### src/rtl/pipeline_sequencer_if.sv
// Pipeline hazard/status bundle between the datapath and the pipeline sequencer.
// The sequencer connects through the slave modport; the datapath drives through the master modport.
interface pipeline_sequencer_if #(
    parameter int unsigned CNT_W = 16
);
    logic [4:0]       Rd_ex;
    logic [4:0]       Rn_id;
    logic [4:0]       Rm_id;
    logic             memRead_ex;
    logic             branch_taken_mem;
    logic             mem_req;
    logic             mem_ready;

    logic             pc_en;
    logic             ifid_en;
    logic             idex_bubble;
    logic             pipe_hold;
    logic             memwb_bubble;
    logic             flush_if;
    logic             flush_id;
    logic             flush_ex;
    logic [1:0]       state;
    logic             mem_timeout;
    logic [CNT_W-1:0] stall_cycles;
    logic [CNT_W-1:0] flush_count;

    modport master (
        output Rd_ex, Rn_id, Rm_id, memRead_ex, branch_taken_mem, mem_req, mem_ready,
        input  pc_en, ifid_en, idex_bubble, pipe_hold, memwb_bubble,
               flush_if, flush_id, flush_ex, state, mem_timeout, stall_cycles, flush_count
    );

    modport slave (
        input  Rd_ex, Rn_id, Rm_id, memRead_ex, branch_taken_mem, mem_req, mem_ready,
        output pc_en, ifid_en, idex_bubble, pipe_hold, memwb_bubble,
               flush_if, flush_id, flush_ex, state, mem_timeout, stall_cycles, flush_count
    );
endinterface

### src/rtl/pipeline_sequencer.sv
// Pipeline sequencer: load-use stalls, branch flushes, memory-wait holds with timeout to HALT.
// Optional perf counters (stall_cycles, flush_count) enabled by PIPELINE_SEQ_PERF_EN.
module pipeline_sequencer #(
    parameter int unsigned MAX_WAIT = 15,
    parameter int unsigned CNT_W    = 16
) (
    input  logic                 clk,
    input  logic                 reset_n,
    pipeline_sequencer_if.slave  seq
);
    localparam int unsigned WAIT_W = 8;
    localparam logic [4:0]  XZR    = 5'd31;

    typedef enum logic [1:0] {
        RUN      = 2'd0,
        MEM_WAIT = 2'd1,
        HALT     = 2'd2
    } state_t;

    state_t            state_q, state_d;
    logic [WAIT_W-1:0] wait_q, wait_d;

    logic hazard_c, mem_done_c, run_out_c, hold_out_c;
    logic pc_en_c, ifid_en_c, idex_bubble_c, flush_c;

    // XZR is hardwired zero, so a load targeting it never creates a dependency.
    assign hazard_c   = seq.memRead_ex && (seq.Rd_ex != XZR) &&
                        ((seq.Rd_ex == seq.Rn_id) || (seq.Rd_ex == seq.Rm_id));
    assign mem_done_c = seq.mem_req && seq.mem_ready;

    always_ff @(posedge clk or negedge reset_n) begin
        if (!reset_n) begin
            state_q <= RUN;
            wait_q  <= '0;
        end else begin
            state_q <= state_d;
            wait_q  <= wait_d;
        end
    end

    // Next state; memory wait outranks branch flush and load-use stall.
    always_comb begin
        state_d    = state_q;
        wait_d     = wait_q;
        run_out_c  = 1'b0;
        hold_out_c = 1'b0;
        case (state_q)
            RUN: begin
                if (seq.mem_req && !seq.mem_ready) begin
                    hold_out_c = 1'b1;
                    state_d    = MEM_WAIT;
                    wait_d     = WAIT_W'(1);
                end else begin
                    run_out_c = 1'b1;
                end
            end
            MEM_WAIT: begin
                if (!mem_done_c) begin
                    hold_out_c = 1'b1;
                    wait_d     = wait_q + WAIT_W'(1);
                    if ((32'(wait_q) + 32'd1) >= 32'(MAX_WAIT)) begin
                        state_d = HALT;
                    end
                end else begin
                    run_out_c = 1'b1;
                    state_d   = RUN;
                    wait_d    = '0;
                end
            end
            HALT: begin
                hold_out_c = 1'b1;
            end
            default: begin
                state_d = RUN;
                wait_d  = '0;
            end
        endcase
    end

    // Run-cycle outputs: flush beats load-use stall.
    always_comb begin
        pc_en_c       = 1'b0;
        ifid_en_c     = 1'b0;
        idex_bubble_c = 1'b0;
        flush_c       = 1'b0;
        if (run_out_c) begin
            if (seq.branch_taken_mem) begin
                pc_en_c = 1'b1;
                flush_c = 1'b1;
            end else if (hazard_c) begin
                idex_bubble_c = 1'b1;
            end else begin
                pc_en_c   = 1'b1;
                ifid_en_c = 1'b1;
            end
        end
    end

    assign seq.pc_en        = pc_en_c;
    assign seq.ifid_en      = ifid_en_c;
    assign seq.idex_bubble  = idex_bubble_c;
    assign seq.pipe_hold    = hold_out_c;
    assign seq.memwb_bubble = hold_out_c;
    assign seq.flush_if     = flush_c;
    assign seq.flush_id     = flush_c;
    assign seq.flush_ex     = flush_c;
    assign seq.state        = state_q;
    assign seq.mem_timeout  = (state_q == HALT);

`ifdef PIPELINE_SEQ_PERF_EN
    logic [CNT_W-1:0] stall_q, flush_q;

    // Saturating performance counters.
    always_ff @(posedge clk or negedge reset_n) begin
        if (!reset_n) begin
            stall_q <= '0;
            flush_q <= '0;
        end else begin
            if (!pc_en_c && (stall_q != '1)) begin
                stall_q <= stall_q + CNT_W'(1);
            end
            if (flush_c && (flush_q != '1)) begin
                flush_q <= flush_q + CNT_W'(1);
            end
        end
    end

    assign seq.stall_cycles = stall_q;
    assign seq.flush_count  = flush_q;
`else
    assign seq.stall_cycles = '0;
    assign seq.flush_count  = '0;
`endif
endmodule

### src/flat_wrapper.sv
// flat-port wrapper written by rule: the top's interface ports become plain ports
module pipeline_sequencer_flat 
#(
    parameter int unsigned MAX_WAIT = 15,
    parameter int unsigned CNT_W    = 16
)
  (clk, reset_n, seq_Rd_ex, seq_Rn_id, seq_Rm_id, seq_memRead_ex, seq_branch_taken_mem, seq_mem_req, seq_mem_ready, seq_pc_en, seq_ifid_en, seq_idex_bubble, seq_pipe_hold, seq_memwb_bubble, seq_flush_if, seq_flush_id, seq_flush_ex, seq_state, seq_mem_timeout, seq_stall_cycles, seq_flush_count);
  pipeline_sequencer_if #(.CNT_W(CNT_W)) seq_i ();
  input  logic clk;
  input  logic reset_n;
  input wire logic [$bits(seq_i.Rd_ex)-1:0] seq_Rd_ex;
  input wire logic [$bits(seq_i.Rn_id)-1:0] seq_Rn_id;
  input wire logic [$bits(seq_i.Rm_id)-1:0] seq_Rm_id;
  input wire logic [$bits(seq_i.memRead_ex)-1:0] seq_memRead_ex;
  input wire logic [$bits(seq_i.branch_taken_mem)-1:0] seq_branch_taken_mem;
  input wire logic [$bits(seq_i.mem_req)-1:0] seq_mem_req;
  input wire logic [$bits(seq_i.mem_ready)-1:0] seq_mem_ready;
  output wire logic [$bits(seq_i.pc_en)-1:0] seq_pc_en;
  output wire logic [$bits(seq_i.ifid_en)-1:0] seq_ifid_en;
  output wire logic [$bits(seq_i.idex_bubble)-1:0] seq_idex_bubble;
  output wire logic [$bits(seq_i.pipe_hold)-1:0] seq_pipe_hold;
  output wire logic [$bits(seq_i.memwb_bubble)-1:0] seq_memwb_bubble;
  output wire logic [$bits(seq_i.flush_if)-1:0] seq_flush_if;
  output wire logic [$bits(seq_i.flush_id)-1:0] seq_flush_id;
  output wire logic [$bits(seq_i.flush_ex)-1:0] seq_flush_ex;
  output wire logic [$bits(seq_i.state)-1:0] seq_state;
  output wire logic [$bits(seq_i.mem_timeout)-1:0] seq_mem_timeout;
  output wire logic [$bits(seq_i.stall_cycles)-1:0] seq_stall_cycles;
  output wire logic [$bits(seq_i.flush_count)-1:0] seq_flush_count;
  assign seq_i.Rd_ex = seq_Rd_ex;
  assign seq_i.Rn_id = seq_Rn_id;
  assign seq_i.Rm_id = seq_Rm_id;
  assign seq_i.memRead_ex = seq_memRead_ex;
  assign seq_i.branch_taken_mem = seq_branch_taken_mem;
  assign seq_i.mem_req = seq_mem_req;
  assign seq_i.mem_ready = seq_mem_ready;
  assign seq_pc_en = seq_i.pc_en;
  assign seq_ifid_en = seq_i.ifid_en;
  assign seq_idex_bubble = seq_i.idex_bubble;
  assign seq_pipe_hold = seq_i.pipe_hold;
  assign seq_memwb_bubble = seq_i.memwb_bubble;
  assign seq_flush_if = seq_i.flush_if;
  assign seq_flush_id = seq_i.flush_id;
  assign seq_flush_ex = seq_i.flush_ex;
  assign seq_state = seq_i.state;
  assign seq_mem_timeout = seq_i.mem_timeout;
  assign seq_stall_cycles = seq_i.stall_cycles;
  assign seq_flush_count = seq_i.flush_count;
  pipeline_sequencer #(.MAX_WAIT(MAX_WAIT), .CNT_W(CNT_W)) u_core (.clk(clk), .reset_n(reset_n), .seq(seq_i));
endmodule
### config.mk
export PLATFORM = sky130hd
export DESIGN_NAME = pipeline_sequencer_flat
export DESIGN_NICKNAME = d
export VERILOG_FILES = /design/src/rtl/pipeline_sequencer_if.sv /design/src/rtl/pipeline_sequencer.sv /design/src/flat_wrapper.sv
export SDC_FILE = /design/constraint.sdc
export NUM_CORES = 1
export LEC_CHECK = 0
export BUFFER_PORTS_ARGS = -buffer_cell sky130_fd_sc_hd__buf_4
export CORE_ASPECT_RATIO = 1.4
export CORE_MARGIN = 3
export CORE_UTILIZATION = 38
export DETAILED_ROUTE_END_ITERATION = 10
export PLACE_DENSITY = 0.74
export SYNTH_ARGS = -nofsm -noshare
export SYNTH_HDL_FRONTEND = slang
export SYNTH_SLANG_ARGS = --single-unit
### constraint.sdc
create_clock -name clk -period 1.66 [get_ports clk]
set_input_delay 0.083 -clock clk [delete_from_list [all_inputs] [get_ports clk]]
set_output_delay 0.083 -clock clk [all_outputs]
set_load 0.05 [all_outputs]
==> summary.md, run 1 <==
| Metric | Value |
|---|---|
| Status | `finished, violations left` |
| Failing checks | `negative setup slack` |
| GPL Wtd Cong | `slightly above 0.8` |
| CP max stage cell | `dfrtp_2` |
| Crit path kind | `register to register` |
| Sequential share of the synthesized area | `approximately a quarter` |
| Synthesized instance count | `136` |
| R2R Setup Slk | `-0.04 ns` |
| Pwr/cell area | `roughly 950 nW/µm²` |
| Post-Route Skew | `~0.0073 ns` |
| R2R cell count | `6` |
| Number of buffers added on ports | `31` |
| Yosys Warn Count | `0` |
| Final Cell Area | `between 1000 and 1500 µm²` |
| CP Depth | `6` |
| Layout cell share with drive strength beyond 1 | `a little over a third` |
| Most frequent cells in the layout | `buf_4, conb_1, nand2_1, xnor2_1, o21ai_0` |
| CP endpoint | `u_core.seq.state[0]` |
| Final #Nets | `just under 200` |
| # DRC | `0` |
| Antenna diodes | `0` |
| Setup WS post-layout | `-0.0369 ns` |
| VDD IR-drop max | `about 0.00047 V` |
| Detailed Route WL | `2.47 mm` |
| Longest Clk Path Bufs | `2` |
| IO Count | `64` |
| Setup crit end kind | `register` |
| Clk_lat worst skew | `0.26 ns` |
| Area grow syn2layout | `29.0%` |
| Number of buffers and inverters on the critical path | `1` |
| Chip width | `50.8 µm` |
| Worst setup path start | `u_core.wait_q[0]` |
| RSZ-0062 raised after global routing | `yes` |
| Chip height | `68.8 µm` |
| Rows | `22` |
| Clk sinks | `10` |
| TritonCTS clock tree | `built` |
| Post-DP HPWL | `~1.9 mm` |
| Clock transition at the registers of the reported paths | `about 0.070 ns` |
| Max Fanout on Critical Path | `4` |
| Final min period | `around 1.7 ns` |
| Antenna violations before repair | `0` |
| Overall Power | `between 0.001 and 0.0015 W` |
| Post-synth EDFFs | `0` |
| Slew Limit Fails | `0` |
| Max Clk Rate | `~600 MHz` |
| Startpoint Class | `register` |
| Most common cell after layout, fill and taps aside | `buf_4` |
| Root Driver | `clkbuf_4` |
| Grt ovf | `0` |
| Max-cap violations | `0` |
| Inserted Clock Buffers | `3` |
| Pin count of the biggest net entering global routing | `11` |
| Pre-Repair DR Iteration Count | `4` |
| Final Cycle Share | `102%` |
| Leak | `~0.67 nW` |
| Post-Syn Area | `about 1100 µm²` |
| WP data required | `roughly 1.9 ns` |
| Final setup vio count | `2` |
| DR WL/cell | `between 10 and 15 µm` |
| Vias in the first global route | `about 840` |
| Initial core utilization | `around two fifths` |
| Vias | `approximately 930` |
| Total track usage | `13.9%` |
| Placed inst area | `~1300 µm²` |
| Initial DRC count | `26` |
| RR Endpoint | `u_core.seq.state[0]` |
| Antenna viol nets, final | `0` |
| Post-synthesis register bit count | `10` |
| Synth cell types | `33` |
| Crit path DAT | `between 1.5 and 2 ns` |
| CP max stage delay | `a little over 0.4 ns` |
| Final hold vios | `0` |
| Vias per inst | `approximately 4.5` |
| Die ar. | `between 3000 and 4000 µm²` |
| Top_reg_cell synth | `dfrtp_1` |
| Min-Delay Path Class | `input pin to async pin` |
| H-tree levels | `1` |
| Core Region | `2670 µm²` |
| Syn avg cell area | `7.87 µm²` |
| Worst path cell trace | `inv_2 -> ha_4 -> maj3_2 -> a221o_1 -> a211oi_2 -> a32o_1` |
| Reg2reg start | `u_core.wait_q[0]` |
| Worst path top cell family by delay | `compound AO/OA/AOI/OAI gates` |
| Global-route wire length before repair | `3.73 mm` |
| Synth async-reset ratio | `between 90% and 100%` |
-- Yosys cell counts, types with 2 or more instances --
| master | instances | area, µm² |
|---|---|---|
| and3_1 | 3 | 18.8 |
| and2_1 | 2 | 12.5 |
| o21ai_0 | 9 | 45.0 |
| nor2b_1 | 2 | 12.5 |
| nor3b_1 | 3 | 22.5 |
| buf_4 | 35 | 263 |
| clkbuf_1 | 2 | 7.51 |
| xnor2_1 | 10 | 87.6 |
| nor2_1 | 6 | 22.5 |
| a21oi_1 | 7 | 35.0 |
| o22ai_1 | 3 | 18.8 |
| dfrtp_1 | 10 | 250 |
| nand2_1 | 10 | 37.5 |
| ha_1 | 2 | 25.0 |
| inv_1 | 8 | 30.0 |
| nand3_1 | 7 | 35.0 |
-- state kept, by name, indices dropped and copies added (netlist names) --
| register | flops |
|---|---|
| u_core.seq.state | 2 |
| u_core.wait_q | 8 |
-- logic make-up (layout without fill, tap and decap cells) --
logic type,Yosys count,after routing,share of synthesized area [%]
AOI/OAI and AO/OA,26,26,15.2
adders and majority gates,3,3,3.39
buffers and inverters,46,51,29.1
DFF,10,10,23.4
other,1,32,0.351
muxes,1,1,0.936
and+or+nand+nor,39,39,19.4
xor gates and xnor gates,10,10,8.19
-- final cells by class --
cell class	count	area [µm²]
Inverter	8	30.0
Clock buffer	4	36.3
Sequential cell	10	255
Multi-Input combinational cell	111	707
Fill cell	268	1290
Timing Repair Buffer	39	307
Tap cell	36	45.0
-- worst min-delay path by stage --
stage,start,end,slack [ns]
finish,reset_n,u_core.wait_q[3],0.19
global route,reset_n,u_core.wait_q[3],0.19
CTS,reset_n,u_core.wait_q[3],0.17
detailed placement,reset_n,u_core.wait_q[3],-0.08
global placement,reset_n,u_core.wait_q[3],-0.08
floorplan,reset_n,u_core.seq.state[0],-0.21
-- routing by layer --
metal  vias up  share of wire [%]  global-route usage, %
met5         -                  0                      0
met4         0                1.2                   5.05
met3         4                6.3                   2.37
met2        35                 54                   25.7
met1       431                 38                   16.1
li1        462                  -                      -
-- what timing repair did --
item | 4_1_cts | 5_1_grt
setup endpoints to repair | 7 | 3
pin swaps | 1 | 2
gates resized for setup | 2 | 8
hold endpoints to repair | 10 | 0
setup buffers | 2 | 1
hold buffers | 1 | 0
-- through the flow --
step	hold slack [ns]	std cells	worst slack [ns]	setup TNS (ns)	utilization [%]
2_1_floorplan	-0.213	167	-0.0508	-0.119	-
6_report	0.185	208	-0.0369	-0.0495	51.7
3_3_place_gp	-0.0842	200	-0.0511	-0.0787	47.5
4_1_cts	0.169	207	-0.0411	-0.0633	50.0
5_1_grt	0.189	208	-0.152	-0.384	51.7
3_5_place_dp	-0.0780	200	-0.0857	-0.152	47.5
-- power by group --
part | leakage [nW] | switching, W | internal [W]
sequential | 0.129 | 0.0000500 | 0.000286
combinational | 0.515 | 0.000490 | 0.000268
clock | 0.0210 | 0.0000818 | 0.000133
(Power assumes the default switching activity.)
==> inputs of run 2 (changes only) <==
- BUFFER_PORTS_ARGS: -buffer_cell sky130_fd_sc_hd__buf_4 -> default
- DONT_BUFFER_PORTS: default -> 1
- PLACE_DENSITY: 0.74 -> 0.54
==> run 2 against run 1 <==
  * The flow still finishes with violations (negative setup slack)
  * Utilization down 4.8 points
  * Setup slack lost 0.062 ns
  * Maximum frequency fell by 3.5%
  * Die area stayed put
  * Flip-flop and latch count did not move
  * Design area is 9.3% lower
  * Largest cell class unchanged
  * Highest routed layer unchanged
  * Via count shrank 10%
  * Register-to-register slack lost 0.06 ns
  * Hold slack worse by 0.069 ns
==> summary.md, run 2 (same netlist as run 1, synthesis figures left out) <==
| Metric | Value |
|---|---|
| Register area | `255 µm² (unchanged)` |
| Sw Share | `47.2% (was 47.5%)` |
| Fillers | `281 (was 268)` |
| Die ar. | `3500 µm² (unchanged)` |
| Flip-flop count of the largest register after layout | `8 (unchanged)` |
| RSZ-0062 raised after global routing | `yes (unchanged)` |
| Status | `finished, violations left (unchanged)` |
| VDD IR-drop max | `0.000589 V (was 0.000471 V)` |
| Final Cell Area | `1250 µm² (was 1380 µm²)` |
| Layout cell share with drive strength beyond 1 | `25.5% (was 36.0%)` |
| Post-Route Skew | `0.0151 ns (was 0.00734 ns)` |
| DR WL/cell | `11.8 µm (was 11.9 µm)` |
| Final #Nets | `173 (was 196)` |
| Crit path kind | `register to register (unchanged)` |
| Clk pwr share | `17.3% (was 16.4%)` |
| Antenna violations before repair | `0 (unchanged)` |
| Max-cap violations | `0 (unchanged)` |
| Internal power | `0.000675 W (was 0.000687 W)` |
| Chip height | `68.8 µm (unchanged)` |
| Antenna diodes | `0 (unchanged)` |
| Area used by multi-input combinational logic | `699 µm² (was 707 µm²)` |
| TritonCTS clock tree | `built (unchanged)` |
| Antenna viol nets, final | `0 (unchanged)` |
| Most common cell after layout, fill and taps aside | `conb_1 (was buf_4)` |
| Failing checks | `negative setup slack (unchanged)` |
| Core Region | `2670 µm² (unchanged)` |
| Post-DP HPWL | `1.75 mm (was 1.91 mm)` |
| Number of buffers and inverters on the critical path | `0 (was 1)` |
| Final TNS setup | `-0.164 ns (was -0.0495 ns)` |
| Register share of total power | `26.6% (was 25.6%)` |
| Pre-Repair DR Iteration Count | `4 (unchanged)` |
| Final setup vio count | `2 (unchanged)` |
| Crit path DAT | `1.97 ns (was 1.90 ns)` |
| Min-Delay Path Class | `input pin to register (was input pin to async pin)` |
| Max Clk Rate | `569 MHz (was 589 MHz)` |
| Inserted Clock Buffers | `3 (unchanged)` |
| Rows | `22 (unchanged)` |
| H-tree levels | `1 (unchanged)` |
| Initial DRC count | `31 (was 26)` |
| Clk sinks | `10 (unchanged)` |
| Initial core utilization | `40.1% (unchanged)` |
| Vias | `835 (was 932)` |
| # DRC | `0 (unchanged)` |
| Final Cycle Share | `106% (was 102%)` |
| CP max stage cell | `dfrtp_2 (unchanged)` |
| Startpoint Class | `register (unchanged)` |
| Number of buffers added on ports | `0 (was 31)` |
| Setup crit end kind | `register (unchanged)` |
| Switching power | `0.000605 W (was 0.000622 W)` |
| Placed inst area | `1160 µm² (was 1270 µm²)` |
| Area grow syn2layout | `17.0% (was 29.0%)` |
| Overall Power | `0.00128 W (was 0.00131 W)` |
| Setup WS post-layout | `-0.0986 ns (was -0.0369 ns)` |
| Global-route wire length before repair | `3.39 mm (was 3.73 mm)` |
| CP max stage delay | `0.44 ns (was 0.41 ns)` |
| Leak | `0.565 nW (was 0.666 nW)` |
| Clock transition at the registers of the reported paths | `0.08 ns (was 0.07 ns)` |
| Most flop-heavy register | `u_core.wait_q (unchanged)` |
| Vias per inst | `4.51 (was 4.48)` |
| Longest Clk Path Bufs | `2 (unchanged)` |
| Total track usage | `12.7% (was 13.9%)` |
| Detailed Route WL | `2.18 mm (was 2.47 mm)` |
| Vias in the first global route | `776 (was 842)` |
| GPL Wtd Cong | `0.789 (was 0.830)` |
| Worst path top cell family by delay | `compound AO/OA/AOI/OAI gates (unchanged)` |
| Chip width | `50.8 µm (unchanged)` |
| Combinational Power Share | `56.1% (was 57.9%)` |
| Final min period | `1.76 ns (was 1.70 ns)` |
| Root Driver | `clkbuf_4 (unchanged)` |
| Slew Limit Fails | `0 (unchanged)` |
| Clk_lat worst skew | `0.27 ns (was 0.26 ns)` |
| Pwr/cell area | `1020 nW/µm² (was 948 nW/µm²)` |
| WP data required | `1.87 ns (was 1.86 ns)` |
| Final hold vios | `0 (unchanged)` |
| Worst path cell trace | `ha_4 -> maj3_2 -> a221o_1 -> a211oi_2 -> a32o_1 (was inv_2 -> ha_4 -> maj3_2 -> a221o_1 -> a211oi_2 -> a32o_1)` |
| Pin count of the biggest net entering global routing | `11 (unchanged)` |
| IO Count | `64 (unchanged)` |
| Max Fanout on Critical Path | `5 (was 4)` |
| Grt ovf | `0 (unchanged)` |
| Most frequent cells in the layout | `conb_1, nand2_1, xnor2_1, buf_4, o21ai_0 (was buf_4, conb_1, nand2_1, xnor2_1, o21ai_0)` |
[run 2: cell types whose count changed in the layout (fill, tap and decap cells not counted), sizes merged]
cell and change:
buf -23
[run 2: worst reg2reg max path: cells and delay by family, from the launching register on]
| kind | cells | cell delay, ns |
|---|---|---|
| flops | 1 | 0.44 |
| fa+ha+maj | 2 | 0.49 |
| compound gates | 3 | 0.78 |
[run 2: worst paths after layout]
check,slack (ns),start,to,depth (start not counted)
min reg2reg,0.58,u_core.wait_q[3],u_core.wait_q[3],1
min in group asynchronous,0.21,reset_n,u_core.wait_q[6],1
min,0.12,seq_mem_req,u_core.wait_q[0],3
max,-0.1,u_core.wait_q[0],u_core.seq.state[0],5
max reg2reg,-0.1,u_core.wait_q[0],u_core.seq.state[0],5
max in group asynchronous,1.08,reset_n,u_core.wait_q[1],1
[run 2: per-stage QoR]
stage	setup WS [ns]	std cells	hold WS, ns	util [%]
3_5_place_dp	-0.123	178	-0.212	43.6
5_1_grt	-0.170	185	0.175	46.9
4_1_cts	-0.121	185	0.123	46.0
3_3_place_gp	-0.0534	178	-0.212	43.6
2_1_floorplan	-0.0508	167	-0.213	-
6_report	-0.0986	185	0.116	46.9
[run 2: what timing repair did]
| action | in CTS | in global routing |
|---|---|---|
| hold buffers | 1 | 0 |
| endpoints found under the hold margin | 10 | 0 |
| buffers inserted | 2 | 0 |
| pin swaps | 4 | 6 |
| gates resized for setup | 1 | 5 |
| endpoints found under the setup margin | 3 | 3 |
[run 2: area by class of cell]
cell class              instances  share of cell area (%)
multi-input cells             111                    55.9
flip-flops and latches         10                    20.4
repair buffers                 16                    14.8
well taps                      36                    3.60
clock buffers                   4                    2.90
inverters                       8                    2.40
[run 2: per-layer routing]
metal	vias to the layer above	routed length (µm)	GRT usage, %
met5	-	0	0
met4	0	16	7.07
met3	2	143	2.15
met2	22	1200	23.2
met1	392	821	14.0
li1	419	-	-
[run 2: power groups by stage]
stage	sequential, W	combinational (W)	clock, W
6_report	0.000341	0.000717	0.000221
4_1_cts	0.000321	0.000699	0.000229
5_1_grt	0.000348	0.000776	0.000239
3_3_place_gp	0.000325	0.000660	0
2_1_floorplan	0.000352	0.000543	0
3_5_place_dp	0.000328	0.000660	0
==> inputs of run 3 (changes only) <==
- GPL_TIMING_DRIVEN: default -> 0
==> run 3 against run 2 <==
  * The run still ends with negative setup slack left
  * Critical path depth shrank 1
  * Combinational power shrank 11%
  * Flip-flop and latch count is the same
  * Hold slack lost 0.045 ns
  * Global-route usage grew 0.95 points
  * Wire length grew 6.8%
  * Maximum frequency shrank 9.9%
  * Sequential share of layout area shrank 1.6 points
  * Critical endpoint is now seq_idex_bubble
==> summary.md, run 3 (same netlist as run 1, synthesis figures left out) <==
| Metric | Value |
|---|---|
| Post-DP HPWL | `1.89 mm (was 1.75 mm)` |
| Total track usage | `13.7% (was 12.7%)` |
| Worst slew margin | `approximately 58%` |
| IO Count | `64 (unchanged)` |
| Leak | `0.675 nW (was 0.565 nW)` |
| Most flop-heavy register | `u_core.wait_q (unchanged)` |
| Initial core utilization | `40.1% (unchanged)` |
| Initial DRC count | `27 (was 31)` |
| # DRC | `0 (unchanged)` |
| Setup crit end kind | `output port (was register)` |
| Number of buffers added on ports | `0 (unchanged)` |
| Flip-flop count of the largest register after layout | `8 (unchanged)` |
| Worst slew pin tran | `around 0.63 ns` |
| Non-Filler Instances | `210 (was 185)` |
| Most frequent cells in the layout | `buf_4, conb_1, nand2_1, xnor2_1, o21ai_0 (was conb_1, nand2_1, xnor2_1, buf_4, o21ai_0)` |
| RR Endpoint | `u_core.seq.state[0] (unchanged)` |
| Setup WS post-layout | `-0.292 ns (was -0.0986 ns)` |
| Pre-Repair DR Iteration Count | `4 (unchanged)` |
| GPL Wtd Cong | `0.829 (was 0.789)` |
| VDD IR-drop max | `0.000417 V (was 0.000589 V)` |
| DP Cell Count | `203 (was 178)` |
| Max Fanout on Critical Path | `7 (was 5)` |
| Antenna viol nets, final | `0 (unchanged)` |
| Clock transition at the registers of the reported paths | `0.07 ns (was 0.08 ns)` |
| Max Clk Rate | `512 MHz (was 569 MHz)` |
| Fillers | `265 (was 281)` |
| Chip height | `68.8 µm (unchanged)` |
| Antenna violations before repair | `0 (unchanged)` |
| Chip width | `50.8 µm (unchanged)` |
| Crit path kind | `register to output port (was register to register)` |
| Root Driver | `clkbuf_4 (unchanged)` |
| Vias | `929 (was 835)` |
| H-tree levels | `1 (unchanged)` |
| Die ar. | `3500 µm² (unchanged)` |
| Final core occ | `51.4% (was 46.9%)` |
| Clk_lat worst skew | `0.27 ns (about the same)` |
| Startpoint Class | `register (unchanged)` |
| Most common cell after layout, fill and taps aside | `buf_4 (was conb_1)` |
| Inserted Clock Buffers | `3 (unchanged)` |
| Min-Delay Path Class | `input pin to register (unchanged)` |
| Layout cell share with drive strength beyond 1 | `35.6% (was 25.5%)` |
| Hold Path Stages | `2 (was 3)` |
| Core Region | `2670 µm² (unchanged)` |
| Final Cycle Share | `118% (was 106%)` |
| Pin count of the biggest net entering global routing | `11 (unchanged)` |
| Detailed Route WL | `2.33 mm (was 2.18 mm)` |
| Antenna diodes | `0 (unchanged)` |
| Post-Route Skew | `0.00413 ns (was 0.0151 ns)` |
| DR WL/cell | `11.1 µm (was 11.8 µm)` |
| TritonCTS clock tree | `built (unchanged)` |
| Final #Nets | `198 (was 173)` |
| Hold path endpoint | `u_core.seq.state[0] (was u_core.wait_q[0])` |
| Area grow syn2layout | `28.2% (was 17.0%)` |
| Hold path start | `seq_mem_ready (was seq_mem_req)` |
| RSZ-0062 raised after global routing | `yes (unchanged)` |
| Final min period | `1.95 ns (was 1.76 ns)` |
| Crit path DAT | `1.87 ns (was 1.97 ns)` |
| Max-cap violations | `0 (unchanged)` |
| Vias in the first global route | `851 (was 776)` |
| Placed inst area | `1290 µm² (was 1160 µm²)` |
| R2R Setup Slk | `-0.08 ns (was -0.1 ns)` |
| R2R cell count | `5 (unchanged)` |
| WP data required | `1.58 ns (was 1.87 ns)` |
| Final Cell Area | `1370 µm² (was 1250 µm²)` |
| Grt ovf | `0 (unchanged)` |
| Slew Limit Fails | `0 (unchanged)` |
| Status | `finished, violations left (unchanged)` |
| Final hold vios | `0 (unchanged)` |
| Reg2reg start | `u_core.wait_q[1] (was u_core.wait_q[0])` |
| Pwr/cell area | `878 nW/µm² (was 1020 nW/µm²)` |
| Global-route wire length before repair | `3.73 mm (was 3.39 mm)` |
| Rows | `22 (unchanged)` |
| Final setup vio count | `9 (was 2)` |
| Longest Clk Path Bufs | `2 (unchanged)` |
| Vias per inst | `4.42 (was 4.51)` |
| Failing checks | `negative setup slack (unchanged)` |
| Clk sinks | `10 (unchanged)` |
-- run 3: timing repair --
action	4_1_cts	5_1_grt
endpoints found under the hold margin	10	0
gates resized for setup	8	2
endpoints found under the setup margin	13	15
hold buffers	1	0
buffers inserted	4	0
pin swaps	7	4
-- run 3: layout make-up --
cell class / instances / area [µm²] / area share, %
inverter: 8 / 30.0 / 2.19
clock buffer: 4 / 26.3 / 1.92
multi-input combinational: 111 / 706 / 51.5
timing repair buffer: 5 / 36.3 / 2.65
sequential: 10 / 258 / 18.8
tap: 36 / 45.0 / 3.28
buffer: 36 / 270 / 19.7
-- run 3: routing by layer --
| metal | track usage, % | wire (µm) |
|---|---|---|
| met2 | 25.7 | 1320 |
| met5 | 0 | 0 |
| met1 | 15.4 | 837 |
| met4 | 5.39 | 33 |
| met3 | 2.15 | 138 |
-- run 3: worst max-delay path by stage --
stage                         from             endpoint  slack, ns  cells past startpoint
5_1_grt        u_core.seq.state[0]          seq_ifid_en      -0.36                      4
6_report       u_core.seq.state[0]      seq_idex_bubble      -0.29                      4
4_1_cts        u_core.seq.state[0]      seq_idex_bubble      -0.30                      4
3_3_place_gp      u_core.wait_q[0]  u_core.seq.state[0]      -0.18                      6
3_5_place_dp      u_core.wait_q[0]  u_core.seq.state[0]      -0.17                      6
2_1_floorplan     u_core.wait_q[0]  u_core.seq.state[0]      -0.05                      6
-- run 3: worst max-delay path, stage by stage (launching register included) --
cell and delay (ns):
dfrtp_4 0.59, nor2b_4 0.18, nor3_4 0.16, nand2b_1 0.15
nor3b_4 0.52
-- run 3: metrics by stage --
stage	power (W)	setup slack (ns)	hold slack, ns	TNS (ns)
2_1_floorplan	0.000895	-0.0508	-0.213	-0.119
3_3_place_gp	0.000951	-0.180	-0.212	-0.619
3_5_place_dp	0.000959	-0.173	-0.212	-0.792
4_1_cts	0.00121	-0.301	0.0765	-1.85
5_1_grt	0.00129	-0.358	0.0734	-2.31
6_report	0.00120	-0.292	0.0713	-1.67
-- run 3: power breakdown --
| part | total (W) | switching (W) | internal, W |
|---|---|---|---|
| logic | 0.000637 | 0.000411 | 0.000226 |
| registers | 0.000386 | 0.0000976 | 0.000288 |
| clock network | 0.000182 | 0.0000889 | 0.0000931 |
| total | 0.00120 | 0.000597 | 0.000607 |
